`src/rtl/fu_issue_scheduler_pkg.sv`:
```
// rtl/fu_issue_scheduler_pkg.sv - shared types and constants for the issue scheduler
// Contents: fu_idx_t (functional unit index), sched_state_t (halt FSM state),
//           NUM_FU / NUM_REGS defaults.
package fu_issue_scheduler_pkg;

    localparam int NUM_FU   = 4;
    localparam int NUM_REGS = 32;

    typedef enum logic [1:0] {
        FU_ARITH = 2'd0,
        FU_MULT  = 2'd1,
        FU_DIV   = 2'd2,
        FU_LSU   = 2'd3
    } fu_idx_t;

    typedef enum logic [1:0] {
        ST_RUN    = 2'd0,
        ST_DRAIN  = 2'd1,
        ST_HALTED = 2'd2
    } sched_state_t;

endpackage

```
`src/rtl/fu_issue_scheduler_rr_arbiter.sv`:
```
// rtl/fu_issue_scheduler_rr_arbiter.sv - combinational round-robin arbiter
// Ports:
//   req         in  N  request vector
//   ptr         in  W  highest-priority index this cycle
//   grant       out N  one-hot grant (zero when no request)
//   grant_idx   out W  index of the granted requester (0 when none)
//   grant_valid out 1  a request was granted
module fu_issue_scheduler_rr_arbiter #(
    parameter int N = 4,
    parameter int W = (N > 1) ? $clog2(N) : 1
) (
    input  logic [N-1:0] req,
    input  logic [W-1:0] ptr,
    output logic [N-1:0] grant,
    output logic [W-1:0] grant_idx,
    output logic         grant_valid
);

    logic [W-1:0] idx;

    // Walk the requesters starting at ptr and wrapping; the first hit wins.
    always_comb begin
        grant       = '0;
        grant_idx   = '0;
        grant_valid = 1'b0;
        idx         = '0;
        for (int i = 0; i < N; i++) begin
            idx = W'((int'(ptr) + i) % N);
            if (!grant_valid && req[idx]) begin
                grant_valid = 1'b1;
                grant_idx   = idx;
                grant[idx]  = 1'b1;
            end
        end
    end

endmodule

```
`src/rtl/fu_issue_scheduler.sv`:
```
// rtl/fu_issue_scheduler.sv - hazard-checked issue and round-robin writeback scheduler
// Ports:
//   CLK, nRST                      clock, asynchronous active-low reset
//   issue_valid/fu/rs1/rs2/rd/wen  decoded instruction from the control unit
//   issue_ready                    instruction accepted this cycle
//   flush                          suppress issue this cycle
//   halt_req                       current instruction is a halt
//   fu_start                       one-hot start pulse to the target unit
//   fu_done                        per-unit result pending (held until acked)
//   fu_ack                         one-hot writeback grant
//   wb_valid/wb_rd/wb_fu           register-file write port control
//   halted                         all units drained, core halted
module fu_issue_scheduler
    import fu_issue_scheduler_pkg::*;
#(
    parameter int NUM_FU   = 4,
    parameter int NUM_REGS = 32
) (
    input  logic              CLK,
    input  logic              nRST,
    input  logic              issue_valid,
    input  fu_idx_t           issue_fu,
    input  logic [4:0]        issue_rs1,
    input  logic [4:0]        issue_rs2,
    input  logic [4:0]        issue_rd,
    input  logic              issue_wen,
    output logic              issue_ready,
    input  logic              flush,
    input  logic              halt_req,
    output logic [NUM_FU-1:0] fu_start,
    input  logic [NUM_FU-1:0] fu_done,
    output logic [NUM_FU-1:0] fu_ack,
    output logic              wb_valid,
    output logic [4:0]        wb_rd,
    output fu_idx_t           wb_fu,
    output logic              halted
);

    localparam int PTR_W = $clog2(NUM_FU);

    logic [NUM_REGS-1:0] reg_busy;
    logic [NUM_FU-1:0]   fu_busy;
    logic [NUM_FU-1:0]   fu_wen;
    logic [4:0]          fu_rd [NUM_FU];
    logic [PTR_W-1:0]    rr_ptr;
    sched_state_t        state;

    logic [NUM_FU-1:0]   grant;
    logic [PTR_W-1:0]    grant_idx;
    logic                grant_valid;
    logic [NUM_FU-1:0]   wb_req;

    logic [NUM_FU-1:0]   fu_busy_nx;
    logic [NUM_REGS-1:0] reg_busy_nx;
    logic [NUM_REGS-1:0] reg_clr;
    logic [NUM_REGS-1:0] reg_set;
    logic                raw;
    logic                waw;
    logic                fu_hold;

    // A done flag from an idle unit is never a candidate.
    assign wb_req = fu_done & fu_busy;

    fu_issue_scheduler_rr_arbiter #(
        .N (NUM_FU),
        .W (PTR_W)
    ) u_wb_arb (
        .req         (wb_req),
        .ptr         (rr_ptr),
        .grant       (grant),
        .grant_idx   (grant_idx),
        .grant_valid (grant_valid)
    );

    always_comb begin
        fu_ack   = grant;
        wb_fu    = fu_idx_t'(grant_idx);
        wb_rd    = grant_valid ? fu_rd[grant_idx] : 5'd0;
        wb_valid = grant_valid && fu_wen[grant_idx] && (fu_rd[grant_idx] != 5'd0);

        // Only a real register write releases the scoreboard bit; a non-writing
        // op that happens to carry an rd must not free another op's claim.
        reg_clr = '0;
        if (wb_valid) begin
            reg_clr[fu_rd[grant_idx]] = 1'b1;
        end

        // Hazards are evaluated against the post-writeback view so a consumer
        // can issue in the same cycle its producer is acked.
        fu_busy_nx  = fu_busy & ~grant;
        reg_busy_nx = reg_busy & ~reg_clr;

        raw     = ((issue_rs1 != 5'd0) && reg_busy_nx[issue_rs1]) ||
                  ((issue_rs2 != 5'd0) && reg_busy_nx[issue_rs2]);
        waw     = issue_wen && (issue_rd != 5'd0) && reg_busy_nx[issue_rd];
        fu_hold = fu_busy_nx[issue_fu];

        // The halt instruction itself is consumed by the FSM, never issued.
        issue_ready = issue_valid && !flush && !halt_req && (state == ST_RUN) &&
                      !raw && !waw && !fu_hold;

        fu_start = '0;
        if (issue_ready) begin
            fu_start[issue_fu] = 1'b1;
        end

        reg_set = '0;
        if (issue_ready && issue_wen && (issue_rd != 5'd0)) begin
            reg_set[issue_rd] = 1'b1;
        end
    end

    // Scoreboard and per-unit tracking; set is OR-ed after clear so a
    // same-cycle turnover on one unit/register keeps the new claim.
    always_ff @(posedge CLK or negedge nRST) begin
        if (!nRST) begin
            reg_busy <= '0;
            fu_busy  <= '0;
            fu_wen   <= '0;
            rr_ptr   <= '0;
            for (int i = 0; i < NUM_FU; i++) begin
                fu_rd[i] <= 5'd0;
            end
        end else begin
            fu_busy  <= fu_busy_nx | fu_start;
            reg_busy <= reg_busy_nx | reg_set;
            if (grant_valid) begin
                rr_ptr <= (grant_idx == PTR_W'(NUM_FU - 1)) ? '0 : grant_idx + PTR_W'(1);
            end
            if (issue_ready) begin
                fu_rd[issue_fu]  <= issue_rd;
                fu_wen[issue_fu] <= issue_wen;
            end
        end
    end

    // Halt sequencing: stop issuing, wait for every unit to retire, then park.
    always_ff @(posedge CLK or negedge nRST) begin
        if (!nRST) begin
            state  <= ST_RUN;
            halted <= 1'b0;
        end else begin
            case (state)
                ST_RUN: begin
                    if (halt_req && issue_valid) begin
                        state <= ST_DRAIN;
                    end
                end
                ST_DRAIN: begin
                    if (fu_busy_nx == '0) begin
                        state  <= ST_HALTED;
                        halted <= 1'b1;
                    end
                end
                ST_HALTED: begin
                    halted <= 1'b1;
                end
                default: begin
                    state  <= ST_RUN;
                    halted <= 1'b0;
                end
            endcase
        end
    end

endmodule

```
`config.mk`:
```
export PLATFORM = sky130hd
export DESIGN_NAME = fu_issue_scheduler
export DESIGN_NICKNAME = d
export VERILOG_FILES = /design/src/rtl/fu_issue_scheduler_pkg.sv /design/src/rtl/fu_issue_scheduler_rr_arbiter.sv /design/src/rtl/fu_issue_scheduler.sv
export SDC_FILE = /design/constraint.sdc
export NUM_CORES = 1
export LEC_CHECK = 0
export ABC_AREA = 1
export BUFFER_PORTS_ARGS = -buffer_cell sky130_fd_sc_hd__buf_2
export CAP_MARGIN = 20
export CORE_MARGIN = 1.5
export CORE_UTILIZATION = 45
export CTS_BUF_LIST = sky130_fd_sc_hd__clkbuf_8
export DETAILED_ROUTE_END_ITERATION = 12
export HOLD_SLACK_MARGIN = 0.03
export SYNTH_ARGS = -nofsm -noshare
export SYNTH_HDL_FRONTEND = slang
export SYNTH_SLANG_ARGS = --single-unit
```
`constraint.sdc`:
```
create_clock -name CLK -period 9.5 [get_ports CLK]
set_input_delay 0.475 -clock CLK [delete_from_list [all_inputs] [get_ports CLK]]
set_output_delay 0.475 -clock CLK [all_outputs]
set_load 0.005 [all_outputs]
```
==> results of run 1 <==
area by class of cell:
class	instances	area share
clock buffer	10	0.0241
timing repair buffer	48	0.0438
inverter	73	0.0484
sequential	65	0.285
clock inverter	6	0.0199
multi-input combinational	649	0.548
tap	143	0.0313
cell usage after synthesis (all sizes together) (2+ instances only):
master | instances | area share
o211ai | 2 | 0.0028
nor2 | 90 | 0.068
nand3 | 137 | 0.15
o21ai | 11 | 0.010
nand2 | 293 | 0.22
nor3 | 9 | 0.0085
clkbuf | 9 | 0.0064
a21oi | 27 | 0.026
buf | 25 | 0.040
ha | 7 | 0.017
nand4 | 63 | 0.077
dfrtp | 65 | 0.31
nand3b | 2 | 0.0028
o22ai | 3 | 0.0036
inv | 71 | 0.051
clkinv | 2 | 0.0014
per-stage QoR:
| step | worst slack (ps) | utilization | total power (uW) |
|---|---|---|---|
| final | 3720 | 0.500 | 1780 |
| after global routing | 3350 | 0.500 | 1910 |
| after CTS | 3840 | 0.500 | 1770 |
| after detailed placement | 4280 | 0.478 | 1460 |
| after global placement | 4400 | 0.478 | 1450 |
| after floorplan | 5630 | - | 1290 |
worst max path at each step:
stage,slack [ps],start,end,depth (start not counted)
floorplan,5630,rr_ptr[0]$_DFFE_PN0P_,issue_ready,32
global placement,4400,rr_ptr[0]$_DFFE_PN0P_,fu_start[2],31
detailed placement,4280,rr_ptr[0]$_DFFE_PN0P_,fu_start[2],27
CTS,3840,rr_ptr[0]$_DFFE_PN0P_,fu_start[2],27
global route,3350,rr_ptr[0]$_DFFE_PN0P_,fu_start[2],27
finish,3720,rr_ptr[0]$_DFFE_PN0P_,fu_start[2],29
sequential cells by signal, indices dropped and copies added, names as in the netlist:
signal	cells
fu_wen	4
fu_rd	20
halted	1
fu_busy	4
rr_ptr	2
state	2
reg_busy	32
per-layer routing:
metal	track usage	vias to the layer above
met4	0.0903	0
met3	0.0569	31
li1	-	2773
met5	0	-
met2	0.416	307
met1	0.457	2650
power by group:
group | switching (uW) | internal (uW)
clock network | 125 | 182
logic | 818 | 300
registers | 36.8 | 318
total | 979 | 801
cell families after synthesis:
kind of cell	count (synthesis)
and+or+nand+nor	594
buffers and inverters	107
DFF	65
AOI/OAI and AO/OA	48
adders and majority gates	7
worst reg2reg max path: cells and delay by family (launching register included):
family | cells | cell delay [ps]
simple gates | 21 | 3040
buf+inv | 6 | 1060
flops | 1 | 470
fa+ha+maj | 1 | 380
==> impl_metrics.tcl, run 1 <==
set metrics [dict create \
    n_antenna_cell 0 \
    die_w_um 111 \
    row_count 39 \
    place_inst 978 \
    mostFrequentLayoutCell "nand2_1" \
    path_buf_inv 8 \
    hold_viol 0 \
    r2r_setup_slack_ps 4450 \
    dpl.hpwl_um 13800 \
    io_pins 45 \
    synth_xor_area_frac 0 \
    synth.distinct_cells 35 \
    nNetsFinal 880 \
    ant_nets 0 \
    period_share 0.609 \
    drc 0 \
    dieArea_sq_um 12400 \
    routedWlPerCell_um 18.4 \
    critical-path-slowest-cell "nand4_1" \
    crit_type "reg2out" \
    track_usage 0.297 \
    routed.top_layer "met4" \
    initial_utilization 0.462 \
    synthToLayoutAreaGrowth_pct 8.36 \
    r2r-start "rr_ptr[0]$_DFFE_PN0P_" \
    setup_viol 0 \
    fmax_mhz 173 \
    clockRootBuffer "clkbuf_8" \
    leakage_uw 0.00304 \
    drt_first_iter_violations 754 \
    mostFrequentLayoutCells "nand2_1 (276), nand3_1 (121), nor2_1 (86)" \
    synth_edf_count 0 \
    clock_skew_ps 16.4 \
    outcome "completed" \
    start_kind "register" \
    final_area_sq_um 5710 \
    ys_warn_count 0 \
    drv_cap 0 \
    clkLatencyLatePin_ps 380 \
    grt_max_degree 66 \
    synth_cells 821 \
    postCtsResizedCells 0 \
    fin_setup_tns_ps 0 \
    post_cts_buffers 0 \
    maxSlewHeadroom 0.353 \
    globalRoute.totalOverflow 0 \
    syn_nets 855 \
    grt_pass1_vias 5164 \
    antenna_found_initial 0 \
    synth_seq_cells 65 \
    cts_sinks 65 \
    drtPass1Iterations 6 \
    drive_gt1_frac 0.136 \
    crit_family "simple AND/OR/NAND/NOR gates" \
    endpoint_kind "primary output" \
    synth.area.mux_share 0 \
    synth_compound_area_frac 0.0506 \
    multi_input_area_sq_um 3130 \
    gp_congestion 1.03 \
    htreeDepth 3 \
    reg2reg_to "reg_busy[16]$_DFF_PN0_" \
    met1Wirelength_um 8580 \
    rsz0062_at_grt "false" \
    regArea_sq_um 1630 \
    slew_violations 0 \
    synth_top_family_by_area "simple AND/OR/NAND/NOR gates" \
    ir_drop_uv 203 \
    wl_met2_um 7510 \
    yosysSeqAreaShare 0.309 \
    hold_path.class "in2async" \
    numCtsBuffers 9 \
    synthFlopType "dfrtp_1" \
    finalWirelength_um 18300 \
    cts_tree "yes" \
    route.met3.wl_um 1830 \
    place_area_sq_um 5460 \
    core_area_sq_um 11400 \
    clk_path_buf_depth 2 \
    hold_slack_ps 285 \
    avgSynthCellArea_sq_um 6.42 \
    powerDensity_nw_per_um2 312 \
    slowest_delay_ps 530 \
    vias 5761 \
    holdBufCountCts 0 \
    grt_pass1_wl_um 28500 \
    numPortBuffers 44 \
    stdcell_count 994 \
    period_minus_slack_ps 5780 \
    synth-adder-area-share 0.0166 \
    cp.required_ps 9030 \
    syn-cell-area_sq_um 5270 \
    synthSimpleGateAreaFrac 0.525 \
    max_slew.worst_pin.slew_ps 969 \
    crit_fanout 60 \
    async_reset_ff_frac 1.00 \
    viasPerCell 5.80 \
    fill_cells 1221 \
    cp_data_arrival_time_ps 5310 \
    worst-r2r-cell-count 28 \
    path_clk_slew_ps 80 \
    die_y_um 111 \
    critPathMostFrequentCell "nand2_1" \
]
(Power assumes the default switching activity.)
==> run 2, diff against run 1 <==
Settings changed: ABC_AREA 1 to 0.
Clock period 9.5 ns to 5.83 ns, I/O delays scaled along.
==> run 2 against run 1 <==
Compared with the run above:
- routed wire length is 46% higher
- clock power is 42% higher
- synthesized cell count is 6.3% lower
==> impl_metrics.tcl, run 2 <==
set metrics [dict create \
    outcome "completed" \
    regMostFlops "reg_busy" \
    core_area_sq_um 13400 \
    ys_warn_count 0 \
    reg_top3 "reg_busy: 32 flops, fu_rd: 20 flops" \
    row_count 42 \
    worst-r2r-cell-count 16 \
    stdcell_count 981 \
    initial_utilization 0.465 \
    synthToLayoutAreaGrowth_pct 11.6 \
    clockRootBuffer "clkbuf_8" \
    avgSynthCellArea_sq_um 8.11 \
    nNetsFinal 834 \
    routedWlPerCell_um 27.3 \
    grt_pass1_vias 6847 \
    synth_most_common_cell "nand2_1" \
    start_kind "register" \
    path_clk_slew_ps 100 \
    die_w_um 121 \
    slowest_delay_ps 630 \
    fin_setup_tns_ps 0 \
    setup_viol 0 \
    async_reset_ff_frac 1.00 \
    dp_slack_ps 746 \
    cp_data_arrival_time_ps 5310 \
    drv_cap 0 \
    synthFlopType "dfrtp_1" \
    period_minus_slack_ps 5600 \
    place_inst 965 \
    clock_skew_ps 22.7 \
    period_share 0.961 \
    syn_nets 803 \
    r2r-start "rr_ptr[0]$_DFFE_PN0P_" \
    numCtsBuffers 9 \
    synth_area_leaders "dfrtp_1 (26%), mux2_2 (6.0%), nand2_1 (5.3%), mux4_2 (3.6%), nand3_1 (3.5%)" \
    htreeDepth 3 \
    cts_tree "yes" \
    finalPower_uw 2250 \
    mostFrequentLayoutCell "nand2_1" \
    hold_viol 0 \
    rsz0062_at_grt "false" \
    crit_type "reg2out" \
    synth.distinct_cells 76 \
    cp.depth 16 \
    largest_register_ffs 32 \
    postCtsResizedCells 0 \
    worstSetupEndpoint "fu_start[1]" \
    ant_nets 0 \
    numPortBuffers 44 \
    endpoint_kind "primary output" \
    dpl.hpwl_um 20000 \
    finalWirelength_um 26700 \
    reg2reg_to "fu_wen[1]$_DFFE_PN0P_" \
    cp.required_ps 5540 \
    synth_top_cell_by_area "dfrtp_1" \
    maxSlewHeadroom 0.306 \
    grt_pass1_wl_um 41100 \
    dieArea_sq_um 14600 \
    hold_path.class "in2async" \
    drtPass1Iterations 5 \
    leakage_uw 0.00275 \
    startpoint "rr_ptr[0]$_DFFE_PN0P_" \
    io_pins 45 \
    mostFrequentLayoutCells "nand2_1 (88), dfrtp_1 (65), nand3_1 (44), buf_2 (44), nor2_1 (43)" \
    path_buf_inv 5 \
    yosysSeqAreaShare 0.261 \
    yosys-top-cells-count "nand2_1 (88), dfrtp_1 (65), nand3_1 (44), nor2_1 (44), o21ai_0 (40)" \
    syn-cell-area_sq_um 6240 \
    viasPerCell 7.17 \
    crit_fanout 30 \
    ir_drop_uv 231 \
    vias 7030 \
    clkLatencyLatePin_ps 400 \
    max_slew.worst_pin.slew_ps 1030 \
    antenna_found_initial 0 \
    n_antenna_cell 0 \
    synth_seq_cells 65 \
    clk_path_buf_depth 2 \
    slew_violations 0 \
    globalRoute.totalOverflow 0 \
    crit_chain "inv_1, ha_1, nor2b_1, o21ai_0, a211o_1, inv_2, buf_4, mux2_2, nor4_1, nor3b_1, a211oi_1, nor4_1, o2111a_1, nor4_4, buf_4, buf_2" \
    drt_first_iter_violations 1102 \
    die_y_um 121 \
    setup_ws_ps 228 \
    drive_gt1_frac 0.190 \
    holdBufCountCts 0 \
    synth_cells 769 \
    cts_sinks 65 \
    synth_edf_count 0 \
    fmax_mhz 179 \
    crit_family "simple AND/OR/NAND/NOR gates" \
    r2r_setup_slack_ps 600 \
    critical-path-slowest-cell "nor4_1" \
    powerDensity_nw_per_um2 323 \
    grt_max_degree 66 \
    gp_congestion 1.07 \
    yosys.area.top_type_share 0.261 \
    drc 0 \
    track_usage 0.377 \
    post_cts_buffers 0 \
]
## run 2: cell types whose count changed in the layout (fill, tap and decap cells not counted), moves of 14 or more
cell / change
nand2_1: -188
nand3_1: -77
inv_1: -41
nor2b_1: +19
nand3_2: -14
buf_4: +21
nor2_1: -43
mux2i_1: +19
mux2_2: +33
nand4_1: -34
o21ai_0: +35
## run 2: final cells by class
| cell class | instances | area [sq um] |
|---|---|---|
| clock buffers | 9 | 124 |
| fillers | 1325 | 6440 |
| repair buffers | 73 | 488 |
| multi-input cells | 630 | 4340 |
| well taps | 176 | 220 |
| flip-flops and latches | 65 | 1630 |
| inverters | 21 | 78.8 |
| clock inverters | 7 | 83.8 |
## run 2: routing by layer
layer	wire [um]	part of all wire	GRT usage
met3	2680	0.10	0.0783
met1	10900	0.41	0.503
met4	1150	0.043	0.179
met2	12000	0.45	0.582
met5	0	0	0
## run 2: per-stage QoR
stage	util	area, sq um	hold WS (ps)
floorplan	-	6240	-4.09
global placement	0.503	6730	388
detailed placement	0.503	6730	379
CTS	0.518	6940	106
global route	0.519	6960	145
finish	0.519	6960	69.1
## run 2: worst min path at each step
| stage | endpoint | cells past startpoint | slack, ps | startpoint |
|---|---|---|---|---|
| global placement | reg_busy[0]$_DFF_PN0_ | 0 | 390 | reg_busy[0]$_DFF_PN0_ |
| global route | fu_rd[14]$_DFFE_PN0P_ | 2 | 140 | nRST |
| floorplan | fu_busy[0]$_DFF_PN0_ | 0 | -4 | nRST |
| detailed placement | reg_busy[0]$_DFF_PN0_ | 0 | 380 | reg_busy[0]$_DFF_PN0_ |
| finish | fu_rd[12]$_DFFE_PN0P_ | 2 | 70 | nRST |
| CTS | fu_rd[12]$_DFFE_PN0P_ | 2 | 110 | nRST |
## run 2: power by group
part	internal [uW]	switching, uW	total [uW]	leakage, uW
Combinational	429	653	1080	0.00177
Sequential	542	188	731	0.000874
Clock	206	231	437	0.000103
Total	1180	1070	2250	0.00275
## run 2: cell families (layout without fill, tap and decap cells)
group,after synthesis,in the layout,share of synthesized area
compound gates,208,208,0.246
flops,65,65,0.261
buf+inv,74,110,0.0465
mux,62,62,0.126
fa+ha+maj,7,7,0.0140
simple gates,353,353,0.307
==> run 3, diff against run 2 <==
Settings changed: CORE_MARGIN 1.5 to default.
==> run 3 against run 2 <==
Compared with the run above:
- die area is 1.6% lower
- fmax is 2.8% higher
- setup slack better by 150 ps
- final cell count is 0.51% higher
- clock skew is 14 ps lower
- register-to-register slack better by 120 ps
- worst hold slack better by 50 ps
- routed wire length is 0.34% higher
- critical path type unchanged
- critical endpoint is now issue_ready
- largest cell class unchanged
- largest power group unchanged
==> impl_metrics.tcl, run 3 (synthesized netlist as in run 2, its figures left out) <==
set metrics [dict create \
    crit_fanout 18 \
    largest_register_ffs 32 \
    rsz0062_at_grt "false" \
    multi_input_area_sq_um 4320 \
    slowest_delay_ps 600 \
    die_y_um 120 \
    mostFrequentLayoutCell "nand2_1" \
    gp_congestion 0.984 \
    slew_violations 0 \
    grt_pass1_vias 6524 \
    dpl.hpwl_um 19900 \
    n_antenna_cell 0 \
    ir_drop_uv 195 \
    start_kind "register" \
    worst-r2r-cell-count 15 \
    worstSetupEndpoint "issue_ready" \
    path_clk_slew_ps 80 \
    nNetsFinal 839 \
    r2r-start "fu_busy[2]$_DFF_PN0_" \
    fill_cells 1365 \
    powerDensity_nw_per_um2 318 \
    period_share 0.934 \
    synthToLayoutAreaGrowth_pct 11.9 \
    clock_skew_ps 8.76 \
    postCtsResizedCells 0 \
    regMostFlops "reg_busy" \
    reg2reg_to "fu_rd[13]$_DFFE_PN0P_" \
    outcome "completed" \
    startpoint "fu_busy[2]$_DFF_PN0_" \
    endpoint_kind "primary output" \
    routedWlPerCell_um 27.2 \
    drtPass1Iterations 6 \
    die_w_um 120 \
    r2r_setup_slack_ps 720 \
    core_area_sq_um 13400 \
    clockRootBuffer "clkbuf_8" \
    fmax_mhz 184 \
    finalWirelength_um 26800 \
    crit_type "reg2out" \
    leakage_uw 0.00278 \
    initial_utilization 0.465 \
    dp_slack_ps 773 \
    cts_sinks 65 \
    antenna_found_initial 0 \
    period_minus_slack_ps 5450 \
    clk_path_buf_depth 2 \
    holdBufCountCts 0 \
    ant_nets 0 \
    track_usage 0.381 \
    drc 0 \
    critical-path-slowest-cell "o21ai_0" \
    max_slew.worst_pin.slew_ps 1120 \
    numCtsBuffers 9 \
    maxSlewHeadroom 0.252 \
    viasPerCell 7.13 \
    mostFrequentLayoutCells "nand2_1 (88), dfrtp_1 (65), nor2_1 (44), nand3_1 (44), buf_2 (44)" \
    final_area_sq_um 6980 \
    finalPower_uw 2220 \
    clkLatencyLatePin_ps 390 \
    globalRoute.totalOverflow 0 \
    drv_cap 0 \
    critPathMostFrequentCell "nor3b_1" \
    hold_path.class "in2async" \
    numPortBuffers 44 \
    hold_viol 0 \
    hold_slack_ps 119 \
    row_count 42 \
    reg_top3 "reg_busy: 32 flops, fu_rd: 20 flops" \
    grt_max_degree 66 \
    htreeDepth 3 \
    crit_chain "a22o_1, buf_4, o21ai_0, nor2_1, a21oi_1, nor3b_1, nor3b_1, a211oi_1, nor4_1, o2111ai_1, nand4_1, inv_1, buf_2" \
    grt_pass1_wl_um 40400 \
    cts_tree "yes" \
    regArea_sq_um 1630 \
    setup_viol 0 \
    drt_first_iter_violations 1157 \
    setup_ws_ps 382 \
    vias 7029 \
    fin_setup_tns_ps 0 \
    place_area_sq_um 6750 \
    dieArea_sq_um 14300 \
    io_pins 45 \
    cp_data_arrival_time_ps 5160 \
    cp.required_ps 5540 \
    drive_gt1_frac 0.190 \
]
-- run 3: layout make-up --
type | count | area share
Inverter | 21 | 0.0113
Multi-Input combinational cell | 630 | 0.619
Timing Repair Buffer | 78 | 0.0771
Clock buffer | 9 | 0.0177
Tap cell | 176 | 0.0315
Clock inverter | 7 | 0.0104
Sequential cell | 65 | 0.233
-- run 3: how the worst min path moves through the flow --
stage                     startpoint                     to  slack [ps]  cells past startpoint
6_report                        nRST  fu_rd[14]$_DFFE_PN0P_         120                      2
2_1_floorplan                   nRST   fu_busy[0]$_DFF_PN0_          -4                      0
5_1_grt                  issue_fu[0]   fu_busy[0]$_DFF_PN0_         190                      2
4_1_cts                         nRST  fu_rd[14]$_DFFE_PN0P_         150                      2
3_5_place_dp   reg_busy[0]$_DFF_PN0_  reg_busy[0]$_DFF_PN0_         390                      0
3_3_place_gp   reg_busy[0]$_DFF_PN0_  reg_busy[0]$_DFF_PN0_         400                      0
-- run 3: critical path: cells and delay by family, from the launching register on --
kind                   cells  cell delay, ps
AOI/OAI and AO/OA          5            2010
buffers and inverters      3             450
DFF                        1             450
and+or+nand+nor            5            1870
-- run 3: through the flow --
| stage | util | cells |
|---|---|---|
| floorplan | - | 769 |
| global placement | 0.504 | 966 |
| detailed placement | 0.504 | 966 |
| CTS | 0.519 | 982 |
| global route | 0.521 | 986 |
| finish | 0.521 | 986 |
-- run 3: routing by layer --
metal | track usage | share of wire
met5 | 0 | 0
met4 | 0.177 | 0.047
met3 | 0.0865 | 0.10
met2 | 0.574 | 0.44
met1 | 0.515 | 0.41
-- run 3: power breakdown --
group	internal (uW)	total [uW]	leakage (uW)	switching [uW]
sequential	542	730	0.000874	187
clock	197	414	0.000101	216
combinational	428	1080	0.00180	650
total	1170	2220	0.00278	1050
-- run 3: what timing repair did --
action,in CTS,in global routing
setup endpoints to repair,0,1
buffers inserted,0,4
hold endpoints to repair,0,0
